## config.mk

```make
export PLATFORM = sky130hd
export DESIGN_NAME = reset_sequencer
export DESIGN_NICKNAME = d
export VERILOG_FILES = /design/src/rtl/reset_sequencer.sv
export SDC_FILE = /design/constraint.sdc
export NUM_CORES = 1
export LEC_CHECK = 0
export CORE_UTILIZATION = 50
export CTS_CLUSTER_DIAMETER = 30
export DETAILED_ROUTE_END_ITERATION = 10
export PLACE_DENSITY = 0.75
export SLEW_MARGIN = 20
export SYNTH_ARGS = -nofsm -noshare
export SYNTH_HDL_FRONTEND = slang
export SYNTH_SLANG_ARGS = --single-unit
```

## constraint.sdc

```tcl
create_clock -name clk -period 1.9 [get_ports clk]
set_input_delay 0.38 -clock clk [delete_from_list [all_inputs] [get_ports clk]]
set_output_delay 0.38 -clock clk [all_outputs]
set_load 0.01 [all_outputs]
```

## src/rtl/reset_sequencer.sv

```systemverilog
// reset_sequencer
//   Releases NDOM downstream reset domains one at a time, in index order, after
//   the system reset drops. Each released domain must report ready before the
//   next one is released. A level soft-reset request restarts the whole sequence;
//   a domain that never reports ready parks the block in a sticky fault.
//
// Parameters
//   NDOM     number of reset domains (1..8)
//   HOLD     cycles all domains stay held after reset or soft_req drops (1..256)
//   GAP      cycles between a domain going ready and the next release (1..256)
//   TIMEOUT  max cycles to wait for rdy[idx]; 0 disables the timeout (0..256)
//
// Ports
//   clk       system clock
//   rst       asynchronous active-high reset
//   soft_req  synchronous level soft-reset request, active-high
//   rdy       per-domain ready, meaningful once that domain's reset is released
//   dom_rst   per-domain reset, active-high, registered
//   busy      high in every state except RUN
//   err       sticky timeout flag, cleared only by rst or soft_req
//   err_idx   index of the domain that timed out, valid while err is high

module reset_sequencer #(
  parameter int unsigned NDOM    = 4,
  parameter int unsigned HOLD    = 16,
  parameter int unsigned GAP     = 8,
  parameter int unsigned TIMEOUT = 32
) (
  input  logic            clk,
  input  logic            rst,
  input  logic            soft_req,
  input  logic [NDOM-1:0] rdy,
  output logic [NDOM-1:0] dom_rst,
  output logic            busy,
  output logic            err,
  output logic [2:0]      err_idx
);

  // Terminal counts: a parameter value N makes a counting state last N edges.
  localparam logic [7:0] HoldLast = 8'(HOLD - 1);
  localparam logic [7:0] GapLast  = 8'(GAP - 1);
  localparam logic [7:0] ToLast   = 8'((TIMEOUT == 0) ? 0 : TIMEOUT - 1);
  localparam logic [2:0] IdxLast  = 3'(NDOM - 1);
  localparam bit         ToEn     = (TIMEOUT != 0);

  typedef enum logic [2:0] {
    StHold,
    StGap,
    StWait,
    StRun,
    StFault
  } state_e;

  state_e          state_q, state_d;
  logic [7:0]      cnt_q, cnt_d;
  logic [2:0]      idx_q, idx_d;
  logic [NDOM-1:0] dom_rst_q, dom_rst_d;
  logic            busy_q, busy_d;
  logic            err_q, err_d;
  logic [2:0]      err_idx_q, err_idx_d;

  // Zero-padded to 8 bits so a 3-bit index always selects a defined bit.
  logic [7:0]      rdy_ext;
  logic            rdy_cur;
  logic [NDOM-1:0] rel_mask;

  assign rdy_ext  = 8'(rdy);
  assign rdy_cur  = rdy_ext[idx_q];
  assign rel_mask = (NDOM)'(1) << idx_q;

  always_ff @(posedge clk or posedge rst) begin
    if (rst) begin
      state_q   <= StHold;
      cnt_q     <= 8'd0;
      idx_q     <= 3'd0;
      dom_rst_q <= '1;
      busy_q    <= 1'b1;
      err_q     <= 1'b0;
      err_idx_q <= 3'd0;
    end else begin
      state_q   <= state_d;
      cnt_q     <= cnt_d;
      idx_q     <= idx_d;
      dom_rst_q <= dom_rst_d;
      busy_q    <= busy_d;
      err_q     <= err_d;
      err_idx_q <= err_idx_d;
    end
  end

  always_comb begin
    state_d   = state_q;
    cnt_d     = cnt_q;
    idx_d     = idx_q;
    dom_rst_d = dom_rst_q;
    busy_d    = busy_q;
    err_d     = err_q;
    err_idx_d = err_idx_q;

    if (soft_req) begin
      // Overrides everything; HOLD counting only starts once soft_req drops.
      state_d   = StHold;
      cnt_d     = 8'd0;
      idx_d     = 3'd0;
      dom_rst_d = '1;
      busy_d    = 1'b1;
      err_d     = 1'b0;
    end else begin
      unique case (state_q)
        StHold: begin
          dom_rst_d = '1;
          busy_d    = 1'b1;
          if (cnt_q == HoldLast) begin
            cnt_d   = 8'd0;
            idx_d   = 3'd0;
            state_d = StGap;
          end else begin
            cnt_d = cnt_q + 8'd1;
          end
        end

        StGap: begin
          if (cnt_q == GapLast) begin
            dom_rst_d = dom_rst_q & ~rel_mask;
            cnt_d     = 8'd0;
            state_d   = StWait;
          end else begin
            cnt_d = cnt_q + 8'd1;
          end
        end

        StWait: begin
          // Ready is checked first so it wins over an expiring timeout.
          if (rdy_cur) begin
            if (idx_q == IdxLast) begin
              state_d = StRun;
              busy_d  = 1'b0;
            end else begin
              idx_d   = idx_q + 3'd1;
              cnt_d   = 8'd0;
              state_d = StGap;
            end
          end else begin
            cnt_d = cnt_q + 8'd1;
            if (ToEn && (cnt_q == ToLast)) begin
              err_d     = 1'b1;
              err_idx_d = idx_q;
              dom_rst_d = '1;
              state_d   = StFault;
            end
          end
        end

        StRun: begin
          dom_rst_d = '0;
          busy_d    = 1'b0;
        end

        StFault: begin
          dom_rst_d = '1;
          busy_d    = 1'b1;
        end

        default: begin
          state_d   = StHold;
          cnt_d     = 8'd0;
          idx_d     = 3'd0;
          dom_rst_d = '1;
          busy_d    = 1'b1;
        end
      endcase
    end
  end

  assign dom_rst = dom_rst_q;
  assign busy    = busy_q;
  assign err     = err_q;
  assign err_idx = err_idx_q;

endmodule

```

==> run_results.csv <==
group,metric,value,unit
outcome,status,"finished, violations left",
outcome,failed_checks,"negative setup slack",
synthesis,syn_area_per_cell,9.18,um^2
synthesis,yosysSeqAreaShare,41.2,%
die,num_rows,18,
placed_design,port_buffers,15,
worst_setup_path,worstPathRequired,2.12,ns
clock_network,cts_num_sinks,23,
detailed_routing,wl_met1,1.48,mm
detailed_routing,drc,0,
global_routing,grt_max_degree,24,
layout,design.final.nets,200,
detailed_routing,drtIter0Drc,31,
synthesis,synth_warnings,0,
global_routing,track_usage,24.1,%
detailed_routing,ant_nets,0,
hold_path,min_path_type,"in -> async",
global_routing,grt_pass1_vias,1172,
timing,max_freq,507,MHz
die,dieHeight,55.2,um
synthesis,synth_flop_cell,"dfrtp_1",
timing,final.setup.worst_slack,-0.0720,ns
detailed_routing,wl_met2,1.67,mm
layout,multi_input_area,837,um^2
clock_network,postCtsSetupBuffers,0,
global_routing,grt.overflow.total,0,
worst_setup_path,r2r_setup_slack,-0.07,ns
die,core,2570,um^2
layout,drive_gt1_share,25.4,%
worst_setup_path,crit_type,"reg -> reg",
global_routing,antenna_found_initial,0,
detailed_routing,top_layer,"met4",
detailed_routing,wl_met3,125,um
layout,register_area,582,um^2
die,pin_count,16,
power,p_per_area,880,nW/um^2
clock_network,cts_tree,"yes",
timing,rsz0062_at_grt,"true",
power,ir_drop,0.732,mV
clock_network,cts_made_buffers,3,
clock_network,clk_pin_slew_worst_paths,0.13,ns
timing,slew_violations,0,
die,die_area,3040,um^2
placed_design,dp_hpwl,2.31,mm
placed_design,gp_congestion,0.901,
detailed_routing,vias,1273,
clock_network,htreeDepth,1,
worst_setup_path,timing.rr.end,"cnt_q[2]$_DFFE_PP0P_",
detailed_routing,viasPerCell,5.92,
layout,finalInstanceArea,1820,um^2
worst_setup_path,crit-reg2reg-launch,"cnt_q[1]$_DFFE_PP0P_",
timing,fin_crit_sh,104,%
clock_network,clk_latency,0.31,ns
worst_setup_path,crit_path_max_fanout,5,
synthesis,synth_area,1410,um^2
timing,relSlewSlack,77.8,%
worst_setup_path,cp-end-kind,"flip-flop",
layout,num-fill-cells,199,
die,dieWidth,55.2,um
timing,holdWs,0.383,ns
detailed_routing,avgRoutedWirePerCell,15.4,um
global_routing,grt_pass1_wl,5.10,mm
die,floorplan.initialDensity,55.1,%
worst_setup_path,worst_r2r_path_depth,6,
timing,min_period,1.97,ns
timing,final_hold_viol_count,0,
placed_design,dpl-instance-area,1710,um^2
flow_run,cap_violations,0,
synthesis,syn-num-nets,168,
synthesis,synthCells,154,
timing,skew,0.00592,ns
worst_setup_path,worst_ep_arrival_time,2.19,ns
layout,diodes,0,
detailed_routing,drtPass1Iterations,4,
worst_setup_path,cp-start-kind,"flip-flop",
worst_setup_path,crit_start,"cnt_q[1]$_DFFE_PP0P_",
synthesis,synth.distinct_cells,41,
timing,setup_viol,8,
synthesis,synth_edf_count,0,
timing,max_slew.worst_pin.slew,0.331,ns
synthesis,ys_async_sr_fraction,100,%
layout,area_delta_synth_final,28.6,%
clock_network,clockRootBuffer,"clkbuf_4",
detailed_routing,finalWirelength,3.32,mm
synthesis,postSynthRegisterBits,23,
worst_setup_path,crit_end,"cnt_q[2]$_DFFE_PP0P_",
power,leakage,0.823,nW
clock_network,clk_path_buf_depth,2,
==> registers in the layout, summed over array words and instances, names as in the netlist <==
signal   count
cnt_q        8
dom_rst      4
err_idx      3
idx_q        3
state_q      3
busy         1
err          1
==> worst min-delay path by stage <==
stage                            from                     end  slack, ns  cells after the start
2_1_floorplan                     rst    cnt_q[0]$_DFFE_PP0P_       0.38                      1
3_3_place_gp   dom_rst[2]$_DFFE_PP1P_  dom_rst[2]$_DFFE_PP1P_       0.47                      2
3_5_place_dp   dom_rst[1]$_DFFE_PP1P_  dom_rst[1]$_DFFE_PP1P_       0.47                      2
4_1_cts                           rst    cnt_q[0]$_DFFE_PP0P_       0.38                      3
5_1_grt                           rst    cnt_q[3]$_DFFE_PP0P_       0.43                      3
6_report                          rst    cnt_q[0]$_DFFE_PP0P_       0.38                      3
==> through the flow <==
step	setup TNS, ns	cells	total power [mW]	util, %	setup slack [ns]
final	-0.402	215	1.60	70.8	-0.0720
after detailed placement	-0.877	210	1.29	66.5	-0.120
after CTS	-0.698	215	1.57	69.1	-0.129
after global routing	-1.07	215	1.70	70.8	-0.135
after global placement	-0.657	210	1.27	66.5	-0.0865
after floorplan	-0.0285	154	1.03	-	-0.00965
==> layout by cell type, fill, tap and decap left out, types with 3 or more instances in the layout <==
cell type	n
clkbuf_4	3
or3_1	4
o21ai_1	6
buf_4	18
o21ai_2	4
dfrtp_1	18
nand2_1	14
o21ai_0	6
and3_1	6
nor3b_1	6
a21o_1	5
ha_1	6
nand2b_1	3
nor2_1	6
mux2i_1	4
inv_1	10
clkdlybuf4s50_1	15
a21oi_1	9
dfstp_2	5
==> kinds of logic after synthesis <==
logic type	share of synthesized area [%]
AND/OR/NAND/NOR	21.1
AO/OA/AOI/OAI	22.0
flip-flops	41.2
buffers and inverters	5.40
adder cells (fa/ha/maj)	6.19
multiplexers	2.83
XOR/XNOR	1.24
==> power breakdown <==
group / switching (mW) / leakage, nW / internal, mW
Clock: 0.150 / 0.0177 / 0.0787
Sequential: 0.0783 / 0.298 / 0.589
Combinational: 0.354 / 0.508 / 0.350
Total: 0.582 / 0.823 / 1.02
==> synth_stat cells (3+ instances only) <==
master,n,area share [%]
a21o_1,5,2.7
a21oi_1,9,3.2
and3_1,6,2.7
clkbuf_1,6,1.6
dfrtp_1,18,32
dfstp_2,5,9.3
ha_1,7,6.2
inv_1,10,2.7
mux2i_1,4,2.8
nand2_1,14,3.7
nand2b_1,3,1.3
nor2_1,6,1.6
nor3b_1,6,3.2
o21ai_0,11,3.9
o21ai_1,5,1.8
or3_1,4,1.8
==> critical path: stages (launching register included) <==
cell,delay [ns]
dfrtp_1,0.39
ha_2,0.21
or4b_4,0.51
nor4b_4,0.29
o22a_2,0.26
nor3b_1,0.07
a21o_1,0.16
==> repair_timing <==
item / in CTS / in global routing
gates resized for setup: 10 / 9
hold buffers: 0 / 0
gates cloned: 1 / 0
setup endpoints to repair: 12 / 21
pin swaps: 14 / 4
==> metal layers <==
metal,vias to the layer above,global-route usage (%)
li1,620,-
met1,611,28.9
met2,38,42.0
met3,4,2.73
met4,0,12.5
met5,-,0
==> area by class of cell <==
type,instances,area share [%]
Clock inverter,1,0.275
Multi-Input combinational cell,114,46.0
Clock buffer,3,1.24
Timing Repair Buffer,34,16.3
Inverter,10,2.06
Tap cell,30,2.06
Sequential cell,23,32.0
(Power assumes the default switching activity.)
